## src/rtl/sdram_word_bridge_pkg.sv

```systemverilog
// Shared types and constants for the 32-bit word to 16-bit SDRAM bridge.
package sdram_word_bridge_pkg;

  typedef enum logic [2:0] {
    IDLE,
    ISSUE_LO,
    WAIT_LO,
    ISSUE_HI,
    WAIT_HI,
    RESP
  } bridge_state_t;

  localparam int SDRAM_WINDOW_BIT = 24;
  localparam int SDRAM_ADDR_W     = 23;
  localparam int HALF_W           = 16;
  localparam int WORD_ADDR_W      = 24;

  // Word address holds byte address [25:2]; the halfword address is byte [23:1].
  function automatic logic [SDRAM_ADDR_W-1:0] half_addr(input logic [SDRAM_ADDR_W-2:0] row,
                                                         input logic                    hi);
    return {row, hi};
  endfunction

endpackage

```

## src/rtl/sdram_word_bridge_if.sv

```systemverilog
// Word-access request/response bus between the memory-port manager and the bridge.
interface sdram_word_bridge_if;
  logic        word_req;
  logic        word_ready;
  logic        word_we;
  logic [23:0] word_addr;
  logic [31:0] word_wdata;
  logic [31:0] word_rdata;
  logic        word_done;
  logic        word_err;

  modport master (
    output word_req, word_we, word_addr, word_wdata,
    input  word_ready, word_rdata, word_done, word_err
  );

  modport slave (
    input  word_req, word_we, word_addr, word_wdata,
    output word_ready, word_rdata, word_done, word_err
  );
endinterface

```

## src/rtl/sdram_word_bridge_sat_counter.sv

```systemverilog
// Up-counter with synchronous clear that saturates at LIMIT; tc is high while at LIMIT.
module sat_counter #(
  parameter int W     = 11,
  parameter int LIMIT = 1022
) (
  input  logic clk,
  input  logic rst_l,
  input  logic clr,
  input  logic inc,
  output logic tc
);
  localparam logic [W-1:0] LIM = W'(LIMIT);

  logic [W-1:0] cnt;

  always_ff @(posedge clk or negedge rst_l) begin
    if (!rst_l) begin
      cnt <= '0;
    end else if (clr) begin
      cnt <= '0;
    end else if (inc && (cnt != LIM)) begin
      cnt <= cnt + W'(1);
    end
  end

  assign tc = (cnt == LIM);
endmodule

```

## src/rtl/sdram_word_bridge.sv

```systemverilog
// Splits one 32-bit word access into two 16-bit SDRAM transactions (low then high),
// reassembles reads, and reports completion with a one-cycle done pulse plus error flag.
module sdram_word_bridge
  import sdram_word_bridge_pkg::*;
#(
  parameter int TIMEOUT_CYCLES = 1024,
  parameter int CTR_W          = 11
) (
  input  logic                    clk,
  input  logic                    rst_l,
  sdram_word_bridge_if.slave      word,
  input  logic                    SDRAM_ready,
  output logic                    SDRAM_as,
  output logic                    SDRAM_rw,
  output logic [SDRAM_ADDR_W-1:0] SDRAM_addr,
  output logic [HALF_W-1:0]       SDRAM_data_write,
  input  logic [HALF_W-1:0]       SDRAM_data_read,
  input  logic                    SDRAM_done
);
  bridge_state_t           state;
  logic                    lat_we;
  logic [SDRAM_ADDR_W-2:0] lat_row;
  logic [HALF_W-1:0]       lat_whi;
  logic [2*HALF_W-1:0]     rbuf;
  logic                    done_q;
  logic                    err_q;
  logic                    issuing;
  logic                    waiting;
  logic                    out_of_window;
  logic                    tmo_tc;

  assign issuing       = ((state == ISSUE_LO) || (state == ISSUE_HI)) && SDRAM_ready;
  assign waiting       = (state == WAIT_LO) || (state == WAIT_HI);
  assign out_of_window = |word.word_addr[WORD_ADDR_W-1:SDRAM_WINDOW_BIT-2];

  assign SDRAM_as        = issuing;
  assign word.word_ready = (state == IDLE);
  assign word.word_rdata = rbuf;
  assign word.word_done  = done_q;
  assign word.word_err   = err_q;

  // tc is reached when the next idle wait cycle would take the count to TIMEOUT_CYCLES-1.
  sat_counter #(
    .W     (CTR_W),
    .LIMIT (TIMEOUT_CYCLES - 2)
  ) u_tmo (
    .clk   (clk),
    .rst_l (rst_l),
    .clr   (issuing),
    .inc   (waiting && !SDRAM_done),
    .tc    (tmo_tc)
  );

  always_ff @(posedge clk or negedge rst_l) begin
    if (!rst_l) begin
      state            <= IDLE;
      lat_we           <= 1'b0;
      lat_row          <= '0;
      lat_whi          <= '0;
      rbuf             <= '0;
      done_q           <= 1'b0;
      err_q            <= 1'b0;
      SDRAM_rw         <= 1'b0;
      SDRAM_addr       <= '0;
      SDRAM_data_write <= '0;
    end else begin
      done_q <= 1'b0;
      err_q  <= 1'b0;
      case (state)
        IDLE: begin
          if (word.word_req) begin
            lat_we  <= word.word_we;
            lat_row <= word.word_addr[SDRAM_ADDR_W-2:0];
            lat_whi <= word.word_wdata[2*HALF_W-1:HALF_W];
            rbuf    <= '0;
            if (out_of_window) begin
              state  <= RESP;
              done_q <= 1'b1;
              err_q  <= 1'b1;
            end else begin
              state            <= ISSUE_LO;
              SDRAM_rw         <= word.word_we;
              SDRAM_addr       <= half_addr(word.word_addr[SDRAM_ADDR_W-2:0], 1'b0);
              SDRAM_data_write <= word.word_we ? word.word_wdata[HALF_W-1:0] : '0;
            end
          end
        end
        ISSUE_LO: if (SDRAM_ready) state <= WAIT_LO;
        WAIT_LO: begin
          if (SDRAM_done) begin
            if (!lat_we) rbuf[HALF_W-1:0] <= SDRAM_data_read;
            state            <= ISSUE_HI;
            SDRAM_addr       <= half_addr(lat_row, 1'b1);
            SDRAM_data_write <= lat_we ? lat_whi : '0;
          end
        end
        ISSUE_HI: if (SDRAM_ready) state <= WAIT_HI;
        WAIT_HI: begin
          if (SDRAM_done) begin
            if (!lat_we) rbuf[2*HALF_W-1:HALF_W] <= SDRAM_data_read;
            state            <= RESP;
            done_q           <= 1'b1;
            SDRAM_rw         <= 1'b0;
            SDRAM_addr       <= '0;
            SDRAM_data_write <= '0;
          end
        end
        RESP:    state <= IDLE;
        default: state <= IDLE;
      endcase

      // A done arriving on the terminal count takes the normal path above.
      if (waiting && !SDRAM_done && tmo_tc) begin
        state            <= RESP;
        done_q           <= 1'b1;
        err_q            <= 1'b1;
        rbuf             <= '0;
        SDRAM_rw         <= 1'b0;
        SDRAM_addr       <= '0;
        SDRAM_data_write <= '0;
      end
    end
  end
endmodule

```

## src/flat_wrapper.sv

```systemverilog
// flat-port wrapper written by rule: the top's interface ports become plain ports
module sdram_word_bridge_flat import sdram_word_bridge_pkg::*;
#(
  parameter int TIMEOUT_CYCLES = 1024,
  parameter int CTR_W          = 11
)
  (clk, rst_l, SDRAM_ready, SDRAM_as, SDRAM_rw, SDRAM_addr, SDRAM_data_write, SDRAM_data_read, SDRAM_done, word_word_req, word_word_we, word_word_addr, word_word_wdata, word_word_ready, word_word_rdata, word_word_done, word_word_err);
  sdram_word_bridge_if word_i ();
  input  logic clk;
  input  logic rst_l;
  input  logic SDRAM_ready;
  output logic SDRAM_as;
  output logic SDRAM_rw;
  output logic [SDRAM_ADDR_W-1:0] SDRAM_addr;
  output logic [HALF_W-1:0] SDRAM_data_write;
  input  logic [HALF_W-1:0] SDRAM_data_read;
  input  logic SDRAM_done;
  input wire logic [$bits(word_i.word_req)-1:0] word_word_req;
  input wire logic [$bits(word_i.word_we)-1:0] word_word_we;
  input wire logic [$bits(word_i.word_addr)-1:0] word_word_addr;
  input wire logic [$bits(word_i.word_wdata)-1:0] word_word_wdata;
  output wire logic [$bits(word_i.word_ready)-1:0] word_word_ready;
  output wire logic [$bits(word_i.word_rdata)-1:0] word_word_rdata;
  output wire logic [$bits(word_i.word_done)-1:0] word_word_done;
  output wire logic [$bits(word_i.word_err)-1:0] word_word_err;
  assign word_i.word_req = word_word_req;
  assign word_i.word_we = word_word_we;
  assign word_i.word_addr = word_word_addr;
  assign word_i.word_wdata = word_word_wdata;
  assign word_word_ready = word_i.word_ready;
  assign word_word_rdata = word_i.word_rdata;
  assign word_word_done = word_i.word_done;
  assign word_word_err = word_i.word_err;
  sdram_word_bridge #(.TIMEOUT_CYCLES(TIMEOUT_CYCLES), .CTR_W(CTR_W)) u_core (.clk(clk), .rst_l(rst_l), .word(word_i), .SDRAM_ready(SDRAM_ready), .SDRAM_as(SDRAM_as), .SDRAM_rw(SDRAM_rw), .SDRAM_addr(SDRAM_addr), .SDRAM_data_write(SDRAM_data_write), .SDRAM_data_read(SDRAM_data_read), .SDRAM_done(SDRAM_done));
endmodule
```

## config.mk

```make
export PLATFORM = sky130hd
export DESIGN_NAME = sdram_word_bridge_flat
export DESIGN_NICKNAME = d
export VERILOG_FILES = /design/src/rtl/sdram_word_bridge_pkg.sv /design/src/rtl/sdram_word_bridge_if.sv /design/src/rtl/sdram_word_bridge_sat_counter.sv /design/src/rtl/sdram_word_bridge.sv /design/src/flat_wrapper.sv
export SDC_FILE = /design/constraint.sdc
export NUM_CORES = 1
export LEC_CHECK = 0
export CELL_PAD_IN_SITES_DETAIL_PLACEMENT = 1
export CELL_PAD_IN_SITES_GLOBAL_PLACEMENT = 2
export CORE_UTILIZATION = 26
export CTS_BUF_LIST = sky130_fd_sc_hd__clkbuf_16
export CTS_CLUSTER_SIZE = 20
export DETAILED_ROUTE_END_ITERATION = 6
export GPL_ROUTABILITY_DRIVEN = 0
export GPL_TIMING_DRIVEN = 0
export PLACE_DENSITY_LB_ADDON = 0.2
export SYNTH_ARGS = -nofsm -noshare
export SYNTH_HDL_FRONTEND = slang
export SYNTH_HIERARCHICAL = 1
export SYNTH_SLANG_ARGS = --single-unit
```

## constraint.sdc

```tcl
create_clock -name clk -period 3.5 [get_ports clk]
set_input_delay 0.525 -clock clk [delete_from_list [all_inputs] [get_ports clk]]
set_output_delay 0.525 -clock clk [all_outputs]
set_load 0.05 [all_outputs]
```

==> impl_results.md <==
* Status: complete, no violations
* Share of cells above drive strength 1 at 21.9%
* Post-synthesis mux area share at 16.9%
* DRT Pass-1 Iters at 4
* Cells after synthesis at 444
* Setup TNS at 0 ns
* Slew margin rel. at 47.2%
* Post-synth top area share at 56.0%
* Post-DP HPWL at 11700 um
* Reg-to-reg setup timing slack at 0.37 ns
* Unrepaired setup endpoints after global routing: false
* Total wire length at 16500 um
* Syn Std Cell Area at 5670 um^2
* Worst min path class: in -> async
* Leakage at 0.00343 uW
* Antenna violations before repair at 0
* Synthesis-stage register bit count at 127
* Clock sinks at 127
* DR WL/cell at 18.2 um
* Overflow after GRT at 0
* Clk_lat worst skew at 0.41 ns
* PwrDens at 1030 nW/um^2
* Maximum vdd drop at 0.418 mV
* H-tree Lvls at 4
* Post-DRT Antenna Nets at 0
* Reg2reg end: u_core/SDRAM_data_write[13]$_DFFE_PN0P_
* Clock slew at reported path FFs at 0.06 ns
* Most frequent cell after synthesis: dfrtp_1
* Largest family of logic cells by synthesized area: multiplexers
* Final Util at 38.5%
* Final Critical Period at 3.18 ns
* Post-Synth Simple-Gate Area at 7.37%
* Worst-margin pin slew at 0.790 ns
* Core Area at 21200 um^2
* CP Max Fanout at 10
* Nets at 697
* Dpl cells at 873
* # resized after CTS at 0
* Kind of critical path: reg -> out
* First-pass GRT wire length at 26400 um
* Initial DRC count at 73
* Port bufs at 153
* Synth Area per Inst at 12.8 um^2
* Worst slack, placed at 0.375 ns
* Post-synth ARST share at 100%
* Clock Path Buffers at 2
* WHS at 0.00585 ns
* Maximum clock rate at 0.315 GHz
* Initial Utilization at 26.7%
* CTS tree: yes
* Largest net degree at the start of global routing at 91
* Die Y-Extent at 150 um
* Sequential cell area fraction in the yosys report at 56.0%
* Seq pwr share at 29.6%
* Via density at 4.78
* DRC at 0
* CP startpoint kind: flop
* Internal power at 4810 uW
* Fin crit share at 90.8%
* Net Sw Frac at 42.6%
* Synth Area in Adders at 0.441%
* Synth cell count leaders: 127 x dfrtp_1, 68 x mux2_2, 53 x a22o_1, 31 x o21ai_0, 20 x nand2_1
* Hold_buf cts at 0
* Num rows at 53
* Synth Area in XOR/XNOR at 0.772%
* Vias in the first global route at 4709
* Maxcap violations at 0
* Cell Count, Final, Fillers Out at 905
* Clock skew at 0.00651 ns
* Final max-slew violation count at 0
* Register-to-Register Path Depth at 11
* Synth-to-Final Area Change at 44.0%
* Sw power at 3570 uW
* FF-to-FF Start: u_core/u_tmo/cnt[0]$_DFFE_PN0P_
* Die span in x at 150 um
* Post-synth cell types at 56
* Number of buffers created by CTS at 17
* Top FF cell, synth: dfrtp_1
* YS warnings at 6
* Top cells by area, synth: dfrtp_1 56%, mux2_2 14%, a22o_1 8.2%
* Gate power share at 49.4%
* Area leader, netlist: dfrtp_1
* EDFF count, synth at 0
* Detailed-route via count at 4328
* Gr usage total at 15.4%
* Endpoints failing setup at 0
* # Post-CTS Setup Buffers at 0
* Compound-gate portion of the synthesized area at 15.7%
* I/O pins at 154
* Critical path arrival at 2.65 ns
* Critical path capture point type: output pin
* Diodes inserted at 0
* Final hold vios at 0
* Final WS setup at 0.324 ns
* Post-synth net total at 524
* Worst EP required at 2.97 ns
* Clock power share at 21.0%
* Root buffer cell: clkbuf_16
* Die area at 22400 um^2
==> metrics by stage <==
stage,area (um^2),total power [uW]
5_1_grt,8160,8860
3_3_place_gp,7550,6600
6_report,8160,8380
3_5_place_dp,7570,6690
2_1_floorplan,5670,5240
4_1_cts,8160,8510
==> area by class of cell <==
cell class	count	area [um^2]
Sequential cell	127	3180
Buffer	30	148
Clock inverter	15	163
Fill cell	2278	13100
Inverter	3	11.3
Clock buffer	17	425
Multi-Input combinational cell	284	2330
Timing Repair Buffer	154	1560
Tap cell	275	344
==> per-layer routing <==
metal	part of all wire (%)	wire length, um	global-route usage (%)
met1	46	7650	20.7
met2	47	7720	23.9
met3	5.3	875	3.69
met4	1.6	272	5.61
met5	0	0	0
==> placed cells by master, fill, tap and decap left out, drive strengths merged, types with 8 or more instances in the layout <==
cell / Yosys / layout
a21oi: 8 / 8
clkbuf: 15 / 32
nand2: 21 / 21
mux2: 78 / 78
nor2: 16 / 16
buf: 15 / 17
o21ai: 42 / 42
a22o: 53 / 53
dfrtp: 127 / 127
clkdlybuf4s50: 0 / 152
==> critical path, stage by stage, from the launching register on <==
cell and delay [ns]:
dfrtp_1 0.39, buf_2 0.19, clkbuf_1 0.24, nor3b_1 0.50, clkdlybuf4s50_1 0.91
==> state kept, by name, indices dropped and copies added (netlist names) <==
register                 cells
u_core/u_tmo/cnt            11
u_core/SDRAM_addr           23
u_core/lat_we                1
u_core/word.word_done        1
u_core/SDRAM_data_write     16
u_core/lat_whi              16
u_core/word.word_err         1
u_core/state                 3
u_core/word.word_rdata      32
u_core/lat_row              22
u_core/SDRAM_rw              1
==> cell families (layout without fill, tap and decap cells) <==
family / Yosys count / in the layout
AO/OA/AOI/OAI: 123 / 123
flip-flops: 127 / 127
multiplexers: 82 / 82
XOR/XNOR: 5 / 5
AND/OR/NAND/NOR: 72 / 72
adder cells (fa/ha/maj): 2 / 2
buffers and inverters: 33 / 219
==> power by group through the flow <==
| stage | clock, uW | sequential, uW | combinational [uW] |
|---|---|---|---|
| floorplan | 0 | 3760 | 1490 |
| global route | 1890 | 2570 | 4400 |
| finish | 1760 | 2480 | 4140 |
| detailed placement | 0 | 2510 | 4180 |
| CTS | 1830 | 2490 | 4190 |
| global placement | 0 | 2480 | 4120 |
==> worst max-delay path by stage <==
stage,from,slack [ns],endpoint
6_report,u_core/state[2]$_DFFE_PN0P_,0.32,SDRAM_as
5_1_grt,u_core/state[2]$_DFFE_PN0P_,0.08,SDRAM_as
3_3_place_gp,rst_l,-3.44,u_core/lat_row[8]$_DFFE_PN0P_
2_1_floorplan,u_core/state[2]$_DFFE_PN0P_,0.90,u_core/u_tmo/cnt[0]$_DFFE_PN0P_
4_1_cts,u_core/state[2]$_DFFE_PN0P_,0.22,SDRAM_as
3_5_place_dp,u_core/u_tmo/cnt[0]$_DFFE_PN0P_,0.37,u_core/SDRAM_data_write[9]$_DFFE_PN0P_
Note: power is estimated with default switching activity, not from simulation.
